File: src/rtl/dm_arbiter.sv
// dm_arbiter: round-robin arbiter and access sequencer between the CPU
// load/store port (m0) and a debug/loader port (m1) sharing one single-port
// data memory. One access is in flight at a time; the memory is driven for
// MEM_LAT cycles, then the winner gets a one-cycle done pulse.
module dm_arbiter #(
  parameter int MEM_LAT = 1,
  parameter int ADDR_W  = 32,
  parameter int DATA_W  = 32
) (
  input  logic              clk,
  input  logic              rst,
  input  logic              m0_req,
  input  logic              m0_we,
  input  logic [ADDR_W-1:0] m0_addr,
  input  logic [DATA_W-1:0] m0_wdata,
  output logic              m0_gnt,
  output logic              m0_done,
  output logic [DATA_W-1:0] m0_rdata,
  input  logic              m1_req,
  input  logic              m1_we,
  input  logic [ADDR_W-1:0] m1_addr,
  input  logic [DATA_W-1:0] m1_wdata,
  output logic              m1_gnt,
  output logic              m1_done,
  output logic [DATA_W-1:0] m1_rdata,
  input  logic              m1_lock,
  output logic              cpu_stall,
  output logic              mem_en,
  output logic              mem_we,
  output logic [ADDR_W-1:0] mem_addr,
  output logic [DATA_W-1:0] mem_wdata,
  input  logic [DATA_W-1:0] mem_rdata
);

  typedef enum logic [1:0] {IDLE, ACCESS, RESP} state_t;

  localparam logic [3:0] LAT_LOAD = 4'(MEM_LAT - 1);

  state_t            state, state_nx;
  logic              last;      // 1: m1 was granted most recently
  logic              win;       // 1: current access belongs to m1
  logic [3:0]        lat_cnt;
  logic              we_q;
  logic [ADDR_W-1:0] addr_q;
  logic [DATA_W-1:0] wdata_q;
  logic [DATA_W-1:0] m0_rdata_q;
  logic [DATA_W-1:0] m1_rdata_q;

  logic elig0, elig1, any_elig, pick1;

  // m0 is locked out by m1_lock; on a tie the requester not granted last wins
  assign elig0    = m0_req & ~m1_lock;
  assign elig1    = m1_req;
  assign any_elig = elig0 | elig1;
  assign pick1    = elig1 & (~elig0 | ~last);

  // State register
  always_ff @(posedge clk or posedge rst) begin
    if (rst) state <= IDLE;
    else     state <= state_nx;
  end

  // Next-state logic
  always_comb begin
    state_nx = state;
    unique case (state)
      IDLE:    if (any_elig) state_nx = ACCESS;
      ACCESS:  if (lat_cnt == 4'd0) state_nx = RESP;
      RESP:    state_nx = IDLE;
      default: state_nx = IDLE;
    endcase
  end

  // Outputs: grants only in IDLE, memory driven only in ACCESS, done in RESP
  always_comb begin
    m0_gnt    = 1'b0;
    m1_gnt    = 1'b0;
    m0_done   = 1'b0;
    m1_done   = 1'b0;
    mem_en    = 1'b0;
    mem_we    = 1'b0;
    mem_addr  = '0;
    mem_wdata = '0;
    unique case (state)
      IDLE: begin
        m0_gnt = any_elig & ~pick1;
        m1_gnt = pick1;
      end
      ACCESS: begin
        mem_en    = 1'b1;
        mem_we    = we_q;
        mem_addr  = addr_q;
        mem_wdata = wdata_q;
      end
      RESP: begin
        m0_done = ~win;
        m1_done = win;
      end
      default: ;
    endcase
  end

  assign cpu_stall = m0_req & ~m0_done;
  assign m0_rdata  = m0_rdata_q;
  assign m1_rdata  = m1_rdata_q;

  // Request capture at grant, latency countdown, read data capture
  always_ff @(posedge clk or posedge rst) begin
    if (rst) begin
      last       <= 1'b1;
      win        <= 1'b0;
      lat_cnt    <= 4'd0;
      we_q       <= 1'b0;
      addr_q     <= '0;
      wdata_q    <= '0;
      m0_rdata_q <= '0;
      m1_rdata_q <= '0;
    end else begin
      if (state == IDLE && any_elig) begin
        last    <= pick1;
        win     <= pick1;
        we_q    <= pick1 ? m1_we    : m0_we;
        addr_q  <= pick1 ? m1_addr  : m0_addr;
        wdata_q <= pick1 ? m1_wdata : m0_wdata;
        lat_cnt <= LAT_LOAD;
      end
      if (state == ACCESS) begin
        if (lat_cnt != 4'd0) begin
          lat_cnt <= lat_cnt - 4'd1;
        end else if (!we_q) begin
          if (win) m1_rdata_q <= mem_rdata;
          else     m0_rdata_q <= mem_rdata;
        end
      end
    end
  end

endmodule

File: config.mk
export PLATFORM = sky130hd
export DESIGN_NAME = dm_arbiter
export DESIGN_NICKNAME = d
export VERILOG_FILES = /design/src/rtl/dm_arbiter.sv
export SDC_FILE = /design/constraint.sdc
export NUM_CORES = 1
export LEC_CHECK = 0
export ABC_AREA = 1
export ABC_CLOCK_PERIOD_IN_PS = 8400
export BUFFER_PORTS_ARGS = -buffer_cell sky130_fd_sc_hd__buf_2
export CORE_MARGIN = 8
export CORE_UTILIZATION = 45
export DETAILED_ROUTE_END_ITERATION = 6
export HOLD_SLACK_MARGIN = 0.08
export PLACE_DENSITY = 0.81
export SLEW_MARGIN = 20
export SYNTH_ARGS = -nofsm -noshare
export SYNTH_HDL_FRONTEND = slang
export SYNTH_SLANG_ARGS = --single-unit
File: constraint.sdc
create_clock -name clk -period 8.4 [get_ports clk]
set_clock_uncertainty 0.05 [all_clocks]
set_input_delay 0.42 -clock clk [delete_from_list [all_inputs] [get_ports clk]]
set_output_delay 0.42 -clock clk [all_outputs]
set_load 0.1 [all_outputs]
After elaboration in Yosys (flattened, before gate mapping)
Cells that the tools add are included.

Eq/ne operators: 4. Multipliers: 0. Bitwise logic cells: 14. $add $sub $neg: 1. Order comparisons: 0. Muxes and demuxes: 17. Shift operators: 0. Divide/modulo/power cells: 0. Reductions and logical operators: 7.

Operators with widths (number): 32-bit two-way mux (4); 4-bit two-way mux (3); 1-bit inverter (8); 4-bit AND reduction (2); 1-bit two-way mux (7); 1-bit AND (4); 4-bit zero test (1); 2-bit two-way mux (2); 2-bit inequality test (second input constant) (2); 2-bit case mux with 2 select lines (1); 4-bit nonzero test (1); 4-bit by 1-bit subtractor with 4-bit output (second input constant) (1); 2-bit by 1-bit == test with 1-bit output (second input constant) (1); 2-bit == test (second input constant) (1); 2-bit zero test (1); 1-bit OR (2); 2-bit AND reduction (1); 1-bit logical AND (1).

Bits in registers: 137. Memories: 0. Bits in latches: 0. Bits in read-only memories: 0. Output and inout port bits: 135. Bits in writable memories: 0. Word-level logic and storage cells: 52. Bits of input ports: 167.

Logic depth before layout (Yosys ltp)
Depth after elaboration: 8. Depth in mapped cells: 8. Depth with buffers taken out: 7.

Worst setup path after synthesis
OpenSTA, ideal clock, no wires.

Path kind: register to output. Start: reg last. End: out m0_gnt. Arrival: 2.459 ns. Path buffers: 2. Setup slack: 5.471 ns. Stages on the path, launching flop included: 5. Data required time: 7.930 ns. Path through: dfstp_2 -> nand3_1 -> buf_2 -> buf_2 -> a21oi_1.

Word-level cells in the longest chain between the ends: 6.

Ends and longest elaborated chain: start: declaration (line 40) `logic last;`; start signal: assignment (line 120) `last <= pick1;`; 1-bit inverter (line 55) `assign pick1 = elig1 & (~elig0 | ~last);`; 1-bit OR (line 55); 1-bit AND (line 55); 1-bit inverter (line 86) `m0_gnt = any_elig & ~pick1;`; 1-bit AND (line 86); 1-bit two-way mux (line 84) `unique case (state)`; end: declaration (line 16) `output logic m0_gnt,`.

Every way passes these cells.

Final worst setup path
Start: in m1_req. End: out m1_gnt.

Word-level cells in the longest chain between the ends: 2.

Ends and longest elaborated chain: start: declaration (line 19) `input logic m1_req,`; 1-bit AND (line 55); 1-bit two-way mux (line 84); end: declaration (line 23) `output logic m1_gnt,`.

Every way passes these cells.

==> metrics <==
status=finished clean; Max-slew headroom=30.20%; top cells by area, synth=dfrtp_1, nand2_1, nand3_1; Crit Reg-Reg Startpoint=state[1]; Final setup violation count=0; CP delay by family, top=buffers and inverters; post-CTS sizing=0; # IOs=just over 300; gp weighted congestion=0.8937; Initial Util=a little under half; clock root buffer=clkbuf_16; most common cell type on the critical path=buf_2; Die W=140.9 um; Max Cap Viol=0; vias per cell=5.001; GR Layer Usage met2=36.35%; most instantiated cells after synthesis=nand2_1, inv_1, dfrtp_1, nand3_1, nor2_1; EDFF count, synth=0; Worst Tran Pin Value=1.045 ns; fin nets=1382; Post-Syn Area=0.007023 mm^2; CP startpoint kind=input pin; Distinct cells, synth=26; initial antenna violation count=0; R2R Path End=m0_rdata[30]; global-route wire length before repair=between 30 and 40 mm; PortBufs=301; DP HPWL=~16 mm; Pre-antenna DRT Iters=5; sequential-to-total area share from yosys stat=between 40% and 50%; Crit-path slowest cell=nand2_2; minimum clock period=approximately 3.1 ns; Yosys top cell by area=dfrtp_1; critical path, cell by cell=buf_2, buf_4, nand2_2, nor2_1, buf_2; Synth top area share=48.46%; Layout area overhead=28.56%; TritonCTS clock tree=yes; Worst Hold Class=input pin to flop; Final TNS setup=0 ns; Residual DRC=0; grt peak-use layer=met2; count of buffer and inverter cells on the critical path=3; GR Overflow Total=0; die area=0.01986 mm^2; FF-to-FF setup slack=~6.2 ns; core footprint=0.01520 mm^2; Mapped Cells=951; Critical Path End Type=output pin; Placed Area=0.008491 mm^2; chip height=140.9 um; RSZ-0062 raised after global routing=false; Worst Setup Path Type=input pin to output pin; max-slew violations=0; CP arrival=2.65 ns; vias in the first global route=6917; WP data required=7.93 ns; Num CTS Buffers=17; critical hold path startpoint=mem_rdata[14]; Async S/R FF share, synth=100.0%; critical path's largest stage delay=between 0.6 and 0.7 ns; Total Routed Length=22.32 mm; clk sink count=137; layout cells sized above 1=28.73%; Syn Area/Cell=7.385 um^2; number of DRC markers in iteration 0=457; synthesized netlist net count=1119; critical path depth=5; Max Fclk=321.0 MHz; std cell rows=45; count leader, synth=nand2_1; final instance area=0.009029 mm^2; final period utilization=37.09%; GR Util met1=roughly a quarter; hold path cells=3; Clock Latency Late Sink=between 0.4 and 0.5 ns; ys flop type=dfrtp_1; total number of vias=approximately 7100; WHS=0.1746 ns; diodes inserted=0; YS warnings=0; number of synthesized register bits=137; Routed wire per std cell=15.79 um; CTS clock-pin slew for the worst setup and hold paths=around 0.060 ns; setup repair bufs after CTS=0; final hold violation count=0; total global-route track usage=approximately 22%; H-tree Lvls=4; met3 Resource Use GR=6.955%; Worst Hold End=m0_rdata[14]; Crit Path Max Fanout=69; largest net degree at the start of global routing=71; remaining antenna violation count=0; CTS max path bufs=2; R2R depth=7
## metal layers
metal,routed length [um],share of wire (%)
met1,9062,41
met2,10600,47
met3,2137,9.6
met4,520,2.3
met5,0,0
## worst register-to-register path: stages, from the launching register on
cell and delay, ns:
dfrtp_1 0.42, inv_2 0.09, nand2_4 0.40, inv_4 0.25, nand2_4 0.25, nor2_8 0.48, nand2_1 0.16, nand2_1 0.10
## metrics by stage
| stage | cells | worst slack [ns] | utilization [%] |
|---|---|---|---|
| global route | 1413 | 5.199 | 59.39 |
| CTS | 1413 | 5.304 | 59.39 |
| global placement | 1382 | 5.037 | 55.79 |
| finish | 1413 | 5.284 | 59.39 |
| detailed placement | 1382 | 5.341 | 55.85 |
| floorplan | 951 | 4.264 | - |
## registers in the layout, indices dropped and copies added, names as in the netlist
name	count
wdata_q	32
we_q	1
state	2
lat_cnt	4
m1_rdata	32
m0_rdata	32
win	1
addr_q	32
last	1
## cell type report
class                   instances  area, um^2
clock buffers                  21       450.4
multi-input cells             596        2689
fillers                      1423        6173
flip-flops and latches        137        3430
inverters                     154       585.6
well taps                     188       235.2
clock inverters                 9       77.57
repair buffers                308        1562
## layout by cell type, fill, tap and decap left out, types with 2 or more instances in the layout
cell          n
o21ai_0      61
nand2_2       2
nor2_8        2
nand2_1     277
nand3_1     135
inv_2         2
inv_1       150
nand2_4       3
a21oi_4       2
clkbuf_16    17
nand3_2       2
clkinvlp_4    3
clkbuf_1      3
clkinv_2      5
buf_4         6
buf_2       301
o21ai_1       9
dfrtp_1     136
nor2_1       69
nand4_1      29
## worst max path at each step
stage | to | startpoint | slack (ns)
after floorplan | addr_q[0] | rst | 4.26
after global placement | m1_gnt | m1_req | 5.04
after detailed placement | m1_gnt | m1_req | 5.34
after CTS | m0_gnt | state[0] | 5.30
after global routing | m0_gnt | state[0] | 5.20
final | m1_gnt | m1_req | 5.28
## kinds of logic (layout without fill, tap and decap cells)
family | count (synthesis) | in the layout | share of synthesized area (%)
AND/OR/NAND/NOR | 521 | 521 | 32.28
buffers and inverters | 218 | 492 | 13.27
flip-flops | 137 | 137 | 48.83
AO/OA/AOI/OAI | 73 | 73 | 5.309
adder cells (fa/ha/maj) | 1 | 1 | 0.1781
XOR/XNOR | 1 | 1 | 0.1247
## what timing repair did
| action | CTS | global route |
|---|---|---|
| endpoints found under the setup margin | 0 | 0 |
| hold buffers | 1 | 0 |
| hold endpoints to repair | 26 | 0 |
Power is left out: the tool's default activity adds up to more than one toggle a clock period on the data nets, which glitch-free logic cannot reach.
